## src/rtl/serdes_pkg.sv

```systemverilog
// Shared types and helpers for param_serdes. Frame length depends on the
// SERDES_PARITY_EN macro (appends one even-parity bit per frame when defined).
package serdes_pkg;

    typedef enum logic {
        IDLE  = 1'b0,
        SHIFT = 1'b1
    } tx_state_e;

    function automatic int frame_len(input int width);
`ifdef SERDES_PARITY_EN
        return width + 1;
`else
        return width;
`endif
    endfunction

    // Callers zero-extend narrower words; zeros do not change the parity.
    function automatic logic even_parity(input logic [31:0] value);
        return ^value;
    endfunction

endpackage

```

## src/rtl/serdes_shift_rx.sv

```systemverilog
// RX lane: collects serial bits, discards partial frames on an enable gap and
// emits the reassembled word with a one-cycle valid pulse (parity per SERDES_PARITY_EN).
module serdes_shift_rx
    import serdes_pkg::*;
#(
    parameter int WIDTH     = 8,
    parameter bit MSB_FIRST = 1'b0
) (
    input  logic             clk,
    input  logic             rst,
    input  logic             bit_i,
    input  logic             en_i,
    output logic [WIDTH-1:0] data_o,
    output logic             valid_o,
    output logic             perr_o
);

    localparam int FRAME_LEN = frame_len(WIDTH);
    localparam int CNT_W     = $clog2(FRAME_LEN);
    localparam logic [CNT_W-1:0] LAST_IDX = CNT_W'(FRAME_LEN - 1);

    logic [CNT_W-1:0]     cnt_q, cnt_d;
    logic [FRAME_LEN-1:0] shreg_q, shreg_d;
    logic [WIDTH-1:0]     data_q;
    logic [WIDTH-1:0]     word_d;
    logic                 valid_q;
    logic                 complete;

    // Bits enter at the top, so once a frame is in, index 0 holds the first arrival.
    assign shreg_d  = {bit_i, shreg_q[FRAME_LEN-1:1]};
    assign complete = en_i && (cnt_q == LAST_IDX);

    always_comb begin
        cnt_d = cnt_q;
        if (!en_i || complete) begin
            cnt_d = '0;
        end else begin
            cnt_d = cnt_q + CNT_W'(1);
        end
    end

    generate
        for (genvar gi = 0; gi < WIDTH; gi++) begin : g_order
            if (MSB_FIRST) begin : g_msb
                assign word_d[gi] = shreg_d[WIDTH-1-gi];
            end else begin : g_lsb
                assign word_d[gi] = shreg_d[gi];
            end
        end
    endgenerate

    always_ff @(posedge clk) begin
        if (rst) begin
            cnt_q   <= '0;
            shreg_q <= '0;
            data_q  <= '0;
            valid_q <= 1'b0;
        end else begin
            cnt_q   <= cnt_d;
            valid_q <= complete;
            if (en_i) begin
                shreg_q <= shreg_d;
            end
            if (complete) begin
                data_q <= word_d;
            end
        end
    end

`ifdef SERDES_PARITY_EN
    logic perr_q;

    always_ff @(posedge clk) begin
        if (rst) begin
            perr_q <= 1'b0;
        end else if (complete) begin
            perr_q <= even_parity(32'(word_d)) ^ shreg_d[WIDTH];
        end
    end

    assign perr_o = perr_q;
`else
    assign perr_o = 1'b0;
`endif

    assign data_o  = data_q;
    assign valid_o = valid_q;

endmodule

```

## src/rtl/param_serdes.sv

```systemverilog
// Parametrised serializer/deserializer with valid/ready TX, loopback and
// optional even parity (SERDES_PARITY_EN).
module param_serdes
    import serdes_pkg::*;
#(
    parameter int WIDTH      = 8,
    parameter bit MSB_FIRST  = 1'b0,
    parameter bit IDLE_LEVEL = 1'b0
) (
    input  logic             clk,
    input  logic             rst,
    input  logic [WIDTH-1:0] tx_data,
    input  logic             tx_valid,
    output logic             tx_ready,
    output logic             ser_out,
    output logic             ser_out_vld,
    input  logic             ser_in,
    input  logic             rx_en,
    input  logic             loopback,
    output logic [WIDTH-1:0] rx_data,
    output logic             rx_valid,
    output logic             rx_parity_err
);

    localparam int FRAME_LEN = frame_len(WIDTH);
    localparam int CNT_W     = $clog2(FRAME_LEN);
    localparam logic [CNT_W-1:0] LAST_IDX = CNT_W'(FRAME_LEN - 1);

    tx_state_e            state_q, state_d;
    logic [CNT_W-1:0]     bit_cnt_q, bit_cnt_d;
    logic [FRAME_LEN-1:0] frame_q, frame_d;
    logic                 ser_out_q, ser_out_d;
    logic                 vld_q, vld_d;
    logic [FRAME_LEN-1:0] load_frame;
    logic                 last_bit;
    logic                 accept;

    // load_frame is the word rearranged into transmission order (bit 0 goes first).
    generate
        for (genvar gi = 0; gi < WIDTH; gi++) begin : g_load
            if (MSB_FIRST) begin : g_msb
                assign load_frame[gi] = tx_data[WIDTH-1-gi];
            end else begin : g_lsb
                assign load_frame[gi] = tx_data[gi];
            end
        end
    endgenerate

`ifdef SERDES_PARITY_EN
    assign load_frame[WIDTH] = even_parity(32'(tx_data));
`endif

    assign last_bit = (state_q == SHIFT) && (bit_cnt_q == LAST_IDX);
    assign tx_ready = (state_q == IDLE) || last_bit;
    assign accept   = tx_valid && tx_ready;

    always_comb begin
        state_d   = state_q;
        bit_cnt_d = bit_cnt_q;
        frame_d   = frame_q;
        ser_out_d = ser_out_q;
        vld_d     = vld_q;
        if (accept) begin
            state_d   = SHIFT;
            bit_cnt_d = '0;
            ser_out_d = load_frame[0];
            vld_d     = 1'b1;
            frame_d   = load_frame >> 1;
        end else if (last_bit) begin
            state_d   = IDLE;
            bit_cnt_d = '0;
            ser_out_d = IDLE_LEVEL;
            vld_d     = 1'b0;
        end else if (state_q == SHIFT) begin
            bit_cnt_d = bit_cnt_q + CNT_W'(1);
            ser_out_d = frame_q[0];
            frame_d   = frame_q >> 1;
        end
    end

    always_ff @(posedge clk) begin
        if (rst) begin
            state_q   <= IDLE;
            bit_cnt_q <= '0;
            frame_q   <= '0;
            ser_out_q <= IDLE_LEVEL;
            vld_q     <= 1'b0;
        end else begin
            state_q   <= state_d;
            bit_cnt_q <= bit_cnt_d;
            frame_q   <= frame_d;
            ser_out_q <= ser_out_d;
            vld_q     <= vld_d;
        end
    end

    assign ser_out     = ser_out_q;
    assign ser_out_vld = vld_q;

    logic rx_bit;
    logic rx_bit_en;

    assign rx_bit    = loopback ? ser_out_q : ser_in;
    assign rx_bit_en = loopback ? vld_q : rx_en;

    serdes_shift_rx #(
        .WIDTH     (WIDTH),
        .MSB_FIRST (MSB_FIRST)
    ) u_rx (
        .clk     (clk),
        .rst     (rst),
        .bit_i   (rx_bit),
        .en_i    (rx_bit_en),
        .data_o  (rx_data),
        .valid_o (rx_valid),
        .perr_o  (rx_parity_err)
    );

endmodule

```

## config.mk

```make
export PLATFORM = sky130hd
export DESIGN_NAME = param_serdes
export DESIGN_NICKNAME = d
export VERILOG_FILES = /design/src/rtl/serdes_pkg.sv /design/src/rtl/serdes_shift_rx.sv /design/src/rtl/param_serdes.sv
export SDC_FILE = /design/constraint.sdc
export NUM_CORES = 1
export LEC_CHECK = 0
export BUFFER_PORTS_ARGS = -buffer_cell sky130_fd_sc_hd__buf_4
export CORE_MARGIN = 2
export CORE_UTILIZATION = 50
export CTS_CLUSTER_DIAMETER = 200
export DETAILED_ROUTE_END_ITERATION = 10
export HOLD_SLACK_MARGIN = 0.03
export PLACE_DENSITY = 0.73
export SLEW_MARGIN = 20
export SYNTH_ARGS = -nofsm -noshare
export SYNTH_HDL_FRONTEND = slang
export SYNTH_SLANG_ARGS = --single-unit
```

## constraint.sdc

```tcl
create_clock -name clk -period 4.01 [get_ports clk]
set_input_delay 0.2005 -clock clk [delete_from_list [all_inputs] [get_ports clk]]
set_output_delay 0.2005 -clock clk [all_outputs]
set_load 0.05 [all_outputs]
```

# After elaboration in Yosys (flattened, before gate mapping)
# Cells that the tools add are included.
# Widths: inputs -> output; s select.
[op_classes]
n_addsub = 2
eq_ne = 3
n_mux = 10
n_bitwise = 1
reduce_logical = 12
[op_table]
columns = ["operator", "count"]
rows = [
  ["$mux 7", 3],
  ["$mux 1", 7],
  ["$add 3x1->3 const B", 2],
  ["$eq 3x3->1 const B", 2],
  ["$reduce_bool 2->1", 2],
  ["$logic_and 1x1->1", 3],
  ["$reduce_bool 3->1", 1],
  ["$reduce_or 3->1", 1],
  ["$logic_or 1x1->1", 2],
  ["$ne 2x1->1 const B", 1],
  ["$reduce_and 2->1", 1],
  ["$reduce_or 2->1", 1],
  ["$logic_not 1->1", 1],
  ["$not 1->1", 1],
]
[totals]
reg_bits = 32
input_bits = 14
out_inout_bits = 13
word_cells = 36

# Depth between registers and ports, before layout
# Gate-level depths: netlist of the first run.
[depth]
word_depth = 6
ltp_mapped = 7
depth_no_buf = 6

# By module
# Synthesis of the first run repeated with hierarchy kept, for this count alone.
[unflattened]
hier_cells = 136
hier_area_um2 = 1421.4
[by_module_without_submodules]
columns = ["mod", "n_inst", "cells_per_inst", "area_per_inst_um2", "seq_area_each_um2"]
rows = [
  ["serdes_shift_rx", 1, 74, 784.5, 380.4],
  ["param_serdes", 1, 62, 636.9, 240.2],
]

# Worst setup path after synthesis of the first run
# Ideal clock, no wire load.
[synth_path]
kind = "reg-to-reg"
startpoint = "reg, netlist name ser_out_vld"
endpoint = "reg frame_q[3]"
setup_ns = 0.140
arrival_ns = 1.358
required_ns = 3.870
setup_slack_ns = 2.512
stages_incl_launch_ff = 7
path_buffers = 2
period_less_slack_ns = 1.498
path_cell_list = "dfxtp_1 > buf_6 > nor2b_4 > inv_2 > buf_6 > nor2_1 > a211oi_1"
[synth_lines]
columns = ["element", "line", "rtl"]
rows = [
  ["end signal: assignment", "param_serdes.sv:91", "frame_q <= frame_d;"],
  ["end: declaration", "param_serdes.sv:31", "logic [FRAME_LEN-1:0] frame_q, frame_d;"],
]

# Worst setup path in the final report of the first run
[layout_path]
startpoint = "reg bit_cnt_q[0]"
endpoint = "out tx_ready"
[layout_between]
elab_chain_cells = 3
[layout_rtl]
columns = ["element", "line", "rtl"]
rows = [
  ["start: declaration", "param_serdes.sv:30", "logic [CNT_W-1:0] bit_cnt_q, bit_cnt_d;"],
  ["start signal: assignment", "param_serdes.sv:90", "bit_cnt_q <= bit_cnt_d;"],
  ["$eq 3x3->1", "param_serdes.sv:53", "assign last_bit = (state_q == SHIFT) && (bit_cnt_q == LAST_IDX);"],
  ["$logic_and 1x1->1", "param_serdes.sv:53", ""],
  ["$logic_or 1x1->1", "param_serdes.sv:54", "assign tx_ready = (state_q == IDLE) || last_bit;"],
  ["end: declaration", "param_serdes.sv:14", "output logic tx_ready,"],
]
# No other way between the ends.

==> results of run 1 <==
==> where the power goes <==
part           switching (uW)  total, uW  internal (uW)
clock network            97.8        166           68.2
registers                8.52        327            319
logic                    42.9       71.1           28.2
==> final cells by class <==
cell class / instances / area share
Multi-Input combinational cell: 93 / 0.413
Tap cell: 30 / 0.0242
Sequential cell: 31 / 0.400
Clock inverter: 1 / 0.00323
Clock buffer: 7 / 0.0290
Inverter: 4 / 0.00968
Timing Repair Buffer: 25 / 0.121
==> layer usage <==
metal  up-vias  GRT usage  routed length [um]
li1        524          -                   -
met4         0     0.0816                  21
met2        24      0.266                1260
met5         -          0                   0
met1       482      0.218                1200
met3         3     0.0488                 114
==> registers in the layout, summed over array words and instances (netlist names) <==
| register | flops |
|---|---|
| bit_cnt_q | 3 |
| frame_q | 7 |
| ser_out | 1 |
| ser_out_vld | 1 |
| u_rx.cnt_q | 3 |
| u_rx.data_o | 8 |
| u_rx.shreg_q | 7 |
| u_rx.valid_o | 1 |
==> critical path, stage by stage (launching register included) <==
cell,delay [ps]
dfxtp_1,330
ha_1,200
ha_1,240
nor2b_4,190
inv_2,130
buf_4,210
==> worst paths after layout <==
kind | start | endpoint | slack, ps | cells past startpoint
worst max register to register | u_rx.cnt_q[0] | u_rx.data_o[6] | 2340 | 5
worst max-delay path | bit_cnt_q[0] | tx_ready | 2180 | 5
worst min-delay path | tx_data[7] | frame_q[6] | 160 | 3
worst min register to register | u_rx.shreg_q[1] | u_rx.data_o[0] | 470 | 2
==> cells in the final DEF (no fill, tap or decap), drive strengths merged <==
master / count
buf: 25
a211oi: 7
nor2b: 2
a21boi: 1
a2bb2oi: 1
o21ai: 7
nand3: 7
nand2: 14
ha: 4
nor2: 13
nor3: 5
conb: 1
mux2i: 10
nor4: 1
and2: 2
clkinv: 1
o32a: 2
a311oi: 1
mux2: 1
dfxtp: 31
a21oi: 14
clkbuf: 7
inv: 4
==> through the flow <==
stage          setup WS [ps]  utilization
3_5_place_dp            2370        0.595
3_3_place_gp            2430        0.595
5_1_grt                 2060        0.615
6_report                2180        0.615
2_1_floorplan           2510            -
4_1_cts                 2160        0.615
==> cell families after synthesis <==
family,count (synthesis),share of synthesized area
and+or+nand+nor,44,0.158
AOI/OAI and AO/OA,33,0.186
adders and majority gates,4,0.0368
other,1,0.00275
muxes,11,0.0873
DFF,31,0.456
buffers and inverters,14,0.0735
==> out/metrics.cfg, run 1 <==
[logic_synthesis]
synth_commonest_cells = dfxtp_1, nand2_1, nor2_1
synthTopCellsByArea = dfxtp_1, mux2i_1, a21oi_2
synth_cells = 138
synth_cell_types = 33
syn_area_per_cell_um2 = 9.86
synthArstFlopShare = 0
synth_edf_count = 0
synth.yosys.seq_area_share = 0.456
ys_ff_latch = 31
synth_area_um2 = 1360
synthesis.nets = 156
yosys.cell_count.top_type = dfxtp_1
yosysTopAreaCellShare = 0.456
synth-main-ff-cell = dfxtp_1
yosys_warnings = 0
synth_top_cell_by_area = dfxtp_1

[clock_network]
clk_path_buf_depth = 2
clk_pin_slew_worst_paths_ps = 90
cts_tree = yes
cts_resized = 0
clk_latency_ps = 320
cts.sinks = 31
numCtsBuffers = 5
htreeDepth = 2
cts_hold_buf = 0
root_buffer = clkbuf_4
post-cts-setup-buffer-count = 0

[global_routing]
overflow = 0
grt_max_degree = 31
grt_usage = 0.171
antenna_found_initial = 0
grt_pass1_vias = 908
grt_pass1_wl_um = 4160

[worst_setup_path]
critPathCaptureType = output pin
critPathLaunchType = flop
required_ps = 3810
worstPathArrival_ps = 1630
critPathKind = reg -> out
critPathMaxFanout = 13

[placed_design]
port_buffers = 25
hpwl_um = 1790
gp_congestion = 0.772
place_area_um2 = 1500
dp.cells = 183

[sta]
period_minus_slack_ps = 1830
final.setup.tns_ps = 0
drv_slew = 0
fin_crit_sh = 0.457
hold_viol_final = 0
holdWs_ps = 163
rsz0062_at_grt = no
max_slew_margin = 0.414
tightestPinTransition_ps = 863
finalSetupViolCount = 0
fmax_ghz = 0.545
clock-skew-final_ps = 5.02

[final_layout]
num-nets-final = 178
drive_gt1_frac = 0.317
multiInputGateArea_um2 = 641
syn2layout_area_growth_pct = 14.0
stdcell_count = 191
n_antenna_cell = 0
ff_latch_area_um2 = 621
postLayoutCellArea_um2 = 1550
nFillCells = 237

[route]
num_vias = 1033
first_iter_violations = 37
drcViolationCount = 0
via_per_inst = 5.41
wl_per_cell_um = 13.5
wl_um = 2590
dr.pass1.iters = 4
ant_nets = 0

[flow_run]
maxCapViolations = 0

[power]
leakagePower_uw = 0.000619
peakVddDrop_uv = 258
power.density_nw_per_um2 = 364
finalPower_uw = 564

[floorplan]
start_util = 0.540
die-width_um = 56.2
core_area_um2 = 2520
fp.dieH_um = 56.2
core.rowCount = 18
die_area_um2 = 3160
ios = 27

[worst_hold_path]
hp-class = in -> reg

[run_status]
outcome = finished, final reports clean

No activity file was read; power rests on OpenSTA's default activity.
==> run 2, diff against run 1 <==
--- a/config.mk
+++ b/config.mk
@@ -5,6 +5,7 @@
 export SDC_FILE = /design/constraint.sdc
 export NUM_CORES = 1
 export LEC_CHECK = 0
+export ABC_AREA = 1
 export BUFFER_PORTS_ARGS = -buffer_cell sky130_fd_sc_hd__buf_4
 export CORE_MARGIN = 2
 export CORE_UTILIZATION = 50
==> constraint.sdc (replaced) <==
create_clock -name clk -period 1.8 [get_ports clk]
set_input_delay 0.09 -clock clk [delete_from_list [all_inputs] [get_ports clk]]
set_output_delay 0.09 -clock clk [all_outputs]
set_load 0.05 [all_outputs]
==> run 2 against run 1 <==
Net effect: sequential share of layout area fell by 2.0 points; critical endpoint unchanged; final cell count rose by 25%; global-route usage rose by 0.061 points; clock power rose by 130%; die area rose by 3.4%; core utilization fell by 1.3 points; synthesized cell count rose by 31%.
==> out/metrics.cfg, run 2 <==
[worst_hold_path]
hold_end = frame_q[6]
hp-class = in -> reg
whs_path_depth = 3  ; unchanged
hold_start = tx_data[7]

[final_layout]
n_antenna_cell = 0  ; unchanged
final_common_cell = nand2_1
largest_register_ffs = 8  ; unchanged
nFillCells = 267  ; +13%
num-nets-final = 224  ; +26%
layout_common_cells = nand2_1, dfxtp_1, nand3_1
drive_gt1_frac = 0.300  ; -0.0173
syn2layout_area_growth_pct = 15.7

[worst_setup_path]
r2r-start = u_rx.cnt_q[0]
reg2reg_slack_ps = 410  ; -1930 ps
critPathMaxFanout = 16  ; +3
required_ps = 1710  ; -2100 ps
worstPathArrival_ps = 1540  ; -90 ps
r2r_cells = 5  ; unchanged
cp_common_cell = ha_1
r2r-end = u_rx.data_o[7]
path_cells = ha_1 > ha_1 > inv_2 > nand2_4 > buf_4
critPathCaptureType = output pin
critPathKind = reg -> out
crit_buf_inv = 2  ; unchanged
critPathTopFamily = adder cells
cpPeakStageDelay_ps = 360  ; +30 ps
slowest_stage = dfxtp_1
critPathLaunchType = flop

[sta]
period_minus_slack_ps = 1630
holdWs_ps = 49.8  ; -113 ps
rsz0062_at_grt = no
drv_slew = 0  ; unchanged
finalSetupViolCount = 0  ; unchanged
fin_crit_sh = 0.904
hold_viol_final = 0  ; unchanged
final.setup.tns_ps = 0  ; unchanged
clock-skew-final_ps = 4.83  ; -0.191 ps
fmax_ghz = 0.615

[floorplan]
core.rowCount = 19  ; +1
core_area_um2 = 2710  ; +7.4%
fp.dieH_um = 57.1  ; +1.7%
start_util = 0.521  ; -0.0189
die_area_um2 = 3260  ; +3.4%
ios = 27  ; unchanged
die-width_um = 57.1  ; +1.7%

[global_routing]
antenna_found_initial = 0  ; unchanged
overflow = 0  ; unchanged
grt_usage = 0.172  ; +0.000612
grt_pass1_wl_um = 4370  ; +5.0%
grt_pass1_vias = 1078  ; +19%
grt_max_degree = 24  ; -23%

[route]
dr.pass1.iters = 4  ; unchanged
ant_nets = 0  ; unchanged
first_iter_violations = 21  ; -43%
num_vias = 1181  ; +14%
wl_um = 2500  ; -3.6%
via_per_inst = 4.96  ; -8.3%
wl_per_cell_um = 10.5  ; -23%
drcViolationCount = 0  ; unchanged

[logic_synthesis]
synth_cell_types = 21  ; -36%
synth_cells = 181  ; +31%
synth.yosys.seq_area_share = 0.440  ; -0.0162
synth_top_cell_by_area = dfxtp_1
synth-main-ff-cell = dfxtp_1
synth_area_um2 = 1410  ; +3.7%
synthTopCellsByArea = dfxtp_1, nand2_1, nand3_1
synthesis.nets = 199  ; +28%
syn_area_per_cell_um2 = 7.80  ; -21%
synth_edf_count = 0  ; unchanged
synth_commonest_cells = nand2_1, dfxtp_1, nand3_1
yosys.cell_count.top_type = nand2_1
yosysTopAreaCellShare = 0.440  ; -0.0162
synthArstFlopShare = 0  ; unchanged
yosys_warnings = 0  ; unchanged
ys_ff_latch = 31  ; unchanged

[power]
finalPower_uw = 1260  ; +120%
power.density_nw_per_um2 = 772  ; +110%
leakagePower_uw = 0.000751  ; +21%
peakVddDrop_uv = 670  ; +160%

[clock_network]
root_buffer = clkbuf_4
htreeDepth = 2  ; unchanged
clk_pin_slew_worst_paths_ps = 90  ; about the same
clk_latency_ps = 320  ; about the same
cts_resized = 0  ; unchanged
numCtsBuffers = 5  ; unchanged
clk_path_buf_depth = 2  ; unchanged
cts.sinks = 31  ; unchanged
cts_tree = yes

[placed_design]
hpwl_um = 1800  ; +0.69%
gp_congestion = 0.729  ; -5.6%
port_buffers = 25  ; unchanged

[run_status]
outcome = finished, final reports clean

[flow_run]
maxCapViolations = 0  ; unchanged

## run 2: cell count changes in the layout (fill, tap and decap cells not counted), moves of 6 or more
cell,delta
nand2_1,+26
nand3_1,+25
inv_1,+11
nand2_2,+10
mux2i_1,-9
a211oi_1,-6
## run 2: worst max-delay path by stage
stage / startpoint / end / slack, ps / cells past startpoint
floorplan: ser_out_vld / frame_q[0] / 420 / 7
global placement: u_rx.cnt_q[0] / u_rx.data_o[7] / 500 / 5
detailed placement: u_rx.cnt_q[0] / u_rx.data_o[7] / 420 / 5
CTS: bit_cnt_q[0] / tx_ready / 170 / 5
global route: bit_cnt_q[0] / tx_ready / 90 / 5
finish: bit_cnt_q[0] / tx_ready / 170 / 5
## run 2: worst reg2reg max path: stages (launching register included)
cell and delay [ps]:
dfxtp_1 350, ha_1 150, ha_1 440, nand2_1 200, nand3_1 110, nand2_1 50
## run 2: kinds of logic after synthesis
kind of cell / count (synthesis) / share of synthesized area
other cells: 1 / 0.00266
compound gates: 17 / 0.0842
xor+xnor: 1 / 0.00621
flops: 31 / 0.440
fa+ha+maj: 4 / 0.0355
buf+inv: 29 / 0.106
simple gates: 98 / 0.325
## run 2: cell type report
cell class              count  area [um2]  share of cell area
multi-input cells         121         641               0.392
clock inverters             3        15.0             0.00920
well taps                  31        38.8              0.0238
inverters                  20        75.1              0.0460
clock buffers               5        37.5              0.0230
repair buffers             27         205               0.126
flip-flops and latches     31         621               0.380
## run 2: what timing repair did
| item | 4_1_cts | 5_1_grt |
|---|---|---|
| hold buffers | 1 | 0 |
| setup buffers | 0 | 0 |
| endpoints found under the hold margin | 4 | 0 |
## run 2: metrics by stage
stage | std cells | setup WS (ps) | area (um2) | util
2_1_floorplan | 181 | 416 | 1410 | -
4_1_cts | 238 | 172 | 1630 | 0.602
5_1_grt | 238 | 90.2 | 1630 | 0.602
3_5_place_dp | 229 | 417 | 1570 | 0.579
6_report | 238 | 173 | 1630 | 0.602
3_3_place_gp | 229 | 496 | 1570 | 0.579
## run 2: report_power, final
group	internal (uW)	switching (uW)
Clock	145	233
Sequential	704	10.9
Combinational	59.7	108
Total	909	351
## run 2: metal layers
metal / wire length (um) / GRT usage
met1: 1070 / 0.193
met5: 0 / 0
met3: 98 / 0.0612
met2: 1290 / 0.300
met4: 36 / 0.0598
==> run 3, diff against run 2 <==
--- a/config.mk
+++ b/config.mk
@@ -8,11 +8,10 @@
 export ABC_AREA = 1
 export BUFFER_PORTS_ARGS = -buffer_cell sky130_fd_sc_hd__buf_4
 export CORE_MARGIN = 2
-export CORE_UTILIZATION = 50
+export CORE_UTILIZATION = 30
 export CTS_CLUSTER_DIAMETER = 200
 export DETAILED_ROUTE_END_ITERATION = 10
 export HOLD_SLACK_MARGIN = 0.03
-export PLACE_DENSITY = 0.73
 export SLEW_MARGIN = 20
 export SYNTH_ARGS = -nofsm -noshare
 export SYNTH_HDL_FRONTEND = slang
==> run 3 against run 2 <==
Net effect: worst setup slack better by 82 ps; power rose by 17%; cell area up 3.9%; sequential share of layout area is 1.4 points lower; routed wire length rose by 3.5%; largest cell class unchanged; largest power group unchanged.
==> out/metrics.cfg, run 3 (same netlist as run 2, synthesis figures left out) <==
[worst_setup_path]
r2r-end = u_rx.data_o[7]
critPathLaunchType = flop
worstPathArrival_ps = 1450  ; -90 ps
critPathMaxFanout = 16  ; unchanged
r2r_cells = 5  ; unchanged
reg2reg_slack_ps = 410  ; about the same
critPathCaptureType = output pin
critPathKind = reg -> out
r2r-start = u_rx.cnt_q[0]
critPathLaunch = bit_cnt_q[0]
required_ps = 1710  ; about the same

[clock_network]
cts_tree = yes
clk_pin_slew_worst_paths_ps = 60  ; -30 ps
numCtsBuffers = 5  ; unchanged
htreeDepth = 2  ; unchanged
cts.sinks = 31  ; unchanged
clk_latency_ps = 280  ; -40 ps
post-cts-setup-buffer-count = 0  ; unchanged
clk_path_buf_depth = 2  ; unchanged
cts_hold_buf = 0  ; -1
cts_resized = 0  ; unchanged
root_buffer = clkbuf_8

[placed_design]
place_area_um2 = 1600  ; +1.7%
port_buffers = 25  ; unchanged
hpwl_um = 1820  ; +0.99%
dp.cells = 250  ; +9.2%
gp_congestion = 0.745  ; +2.2%

[floorplan]
core_area_um2 = 4440  ; +64%
ios = 27  ; unchanged
core.rowCount = 24  ; +5
die-width_um = 72.6  ; +27%
die_area_um2 = 5270  ; +61%
fp.dieH_um = 72.6  ; +27%
start_util = 0.318  ; -0.203

[final_layout]
syn2layout_area_growth_pct = 20.2
layout_common_cells = nand2_1, dfxtp_1, nand3_1
drive_gt1_frac = 0.296  ; -0.00340
n_antenna_cell = 0  ; unchanged
nFillCells = 479  ; +79%
num-nets-final = 223  ; -0.45%
final_common_cell = nand2_1
stdcell_count = 258  ; +8.4%
postLayoutCellArea_um2 = 1700  ; +3.9%
largest_register_ffs = 8  ; unchanged

[sta]
clock-skew-final_ps = 5.21  ; +0.379 ps
period_minus_slack_ps = 1540  ; -82.1 ps
fmax_ghz = 0.647  ; +5.3%
fin_crit_sh = 0.858  ; -0.0456
holdWs_ps = 92.7  ; +42.9 ps
finalSetupViolCount = 0  ; unchanged
drv_slew = 0  ; unchanged
rsz0062_at_grt = no
hold_viol_final = 0  ; unchanged
final.setup.tns_ps = 0  ; unchanged

[route]
dr_wl_met3_um = 135  ; +38%
met1_length_um = 1280  ; +19%
dr.pass1.iters = 4  ; unchanged
wl_per_cell_um = 10.0  ; -4.5%
first_iter_violations = 41  ; +95%
via_per_inst = 4.56  ; -8.1%
wl_um = 2580  ; +3.5%
wl_met2_um = 1150  ; -11%
ant_nets = 0  ; unchanged
num_vias = 1176  ; -0.42%
drcViolationCount = 0  ; unchanged
maxUsedRoutingLayer = met4

[global_routing]
grt_max_degree = 24  ; unchanged
grt_pass1_vias = 1062  ; -1.5%
grt_pass1_wl_um = 4420  ; +1.1%
grt_usage = 0.104  ; -0.0679
antenna_found_initial = 0  ; unchanged
overflow = 0  ; unchanged

[power]
peakVddDrop_uv = 488  ; -27%
finalPower_uw = 1470  ; +17%
power.density_nw_per_um2 = 869  ; +13%
leakagePower_uw = 0.000763  ; +1.7%

[worst_hold_path]
hp-class = in -> reg
whs_path_depth = 2  ; -1
hold_start = rst
hold_end = u_rx.shreg_q[6]

[run_status]
outcome = finished, final reports clean

[flow_run]
maxCapViolations = 0  ; unchanged

==> run 3: cell count changes in the layout (fill, tap and decap cells not counted) <==
cell	before	now
dlygate4sd3_1	1	0
clkbuf_8	0	7
clkbuf_1	0	1
clkbuf_4	5	0
clkinv_2	3	0
==> run 3: critical path, cell delays in order, from the launching register on <==
cell and delay, ps:
dfxtp_1 350, ha_1 160, ha_1 220, inv_2 70, nand2_4 150, buf_4 230
==> run 3: final cells by class <==
type                    count  area [um2]  area share
repair buffers             26         195       0.115
well taps                  52        65.1      0.0383
flip-flops and latches     31         621       0.366
inverters                  20        75.1      0.0442
multi-input cells         121         641       0.378
clock buffers               8         100      0.0590
==> run 3: metal layers <==
layer	global-route usage	vias to the layer above
met5	0	-
met4	0.0309	0
met3	0.0373	5
met2	0.175	26
met1	0.125	519
li1	-	626
==> run 3: how the worst max path moves through the flow <==
stage	slack (ps)	depth (start not counted)	endpoint
final	260	5	tx_ready
after global routing	170	5	tx_ready
after CTS	240	5	tx_ready
after detailed placement	410	5	u_rx.data_o[7]
after global placement	460	5	u_rx.data_o[7]
after floorplan	420	7	frame_q[0]
==> run 3: stage by stage <==
step,setup slack (ps),utilization
2_1_floorplan,416,-
3_3_place_gp,460,0.359
3_5_place_dp,413,0.359
4_1_cts,245,0.382
5_1_grt,174,0.382
6_report,255,0.382
==> run 3: power by group <==
group | switching [uW] | internal, uW
Combinational | 109 | 58.1
Sequential | 10.5 | 705
Clock | 244 | 349
Total | 363 | 1110
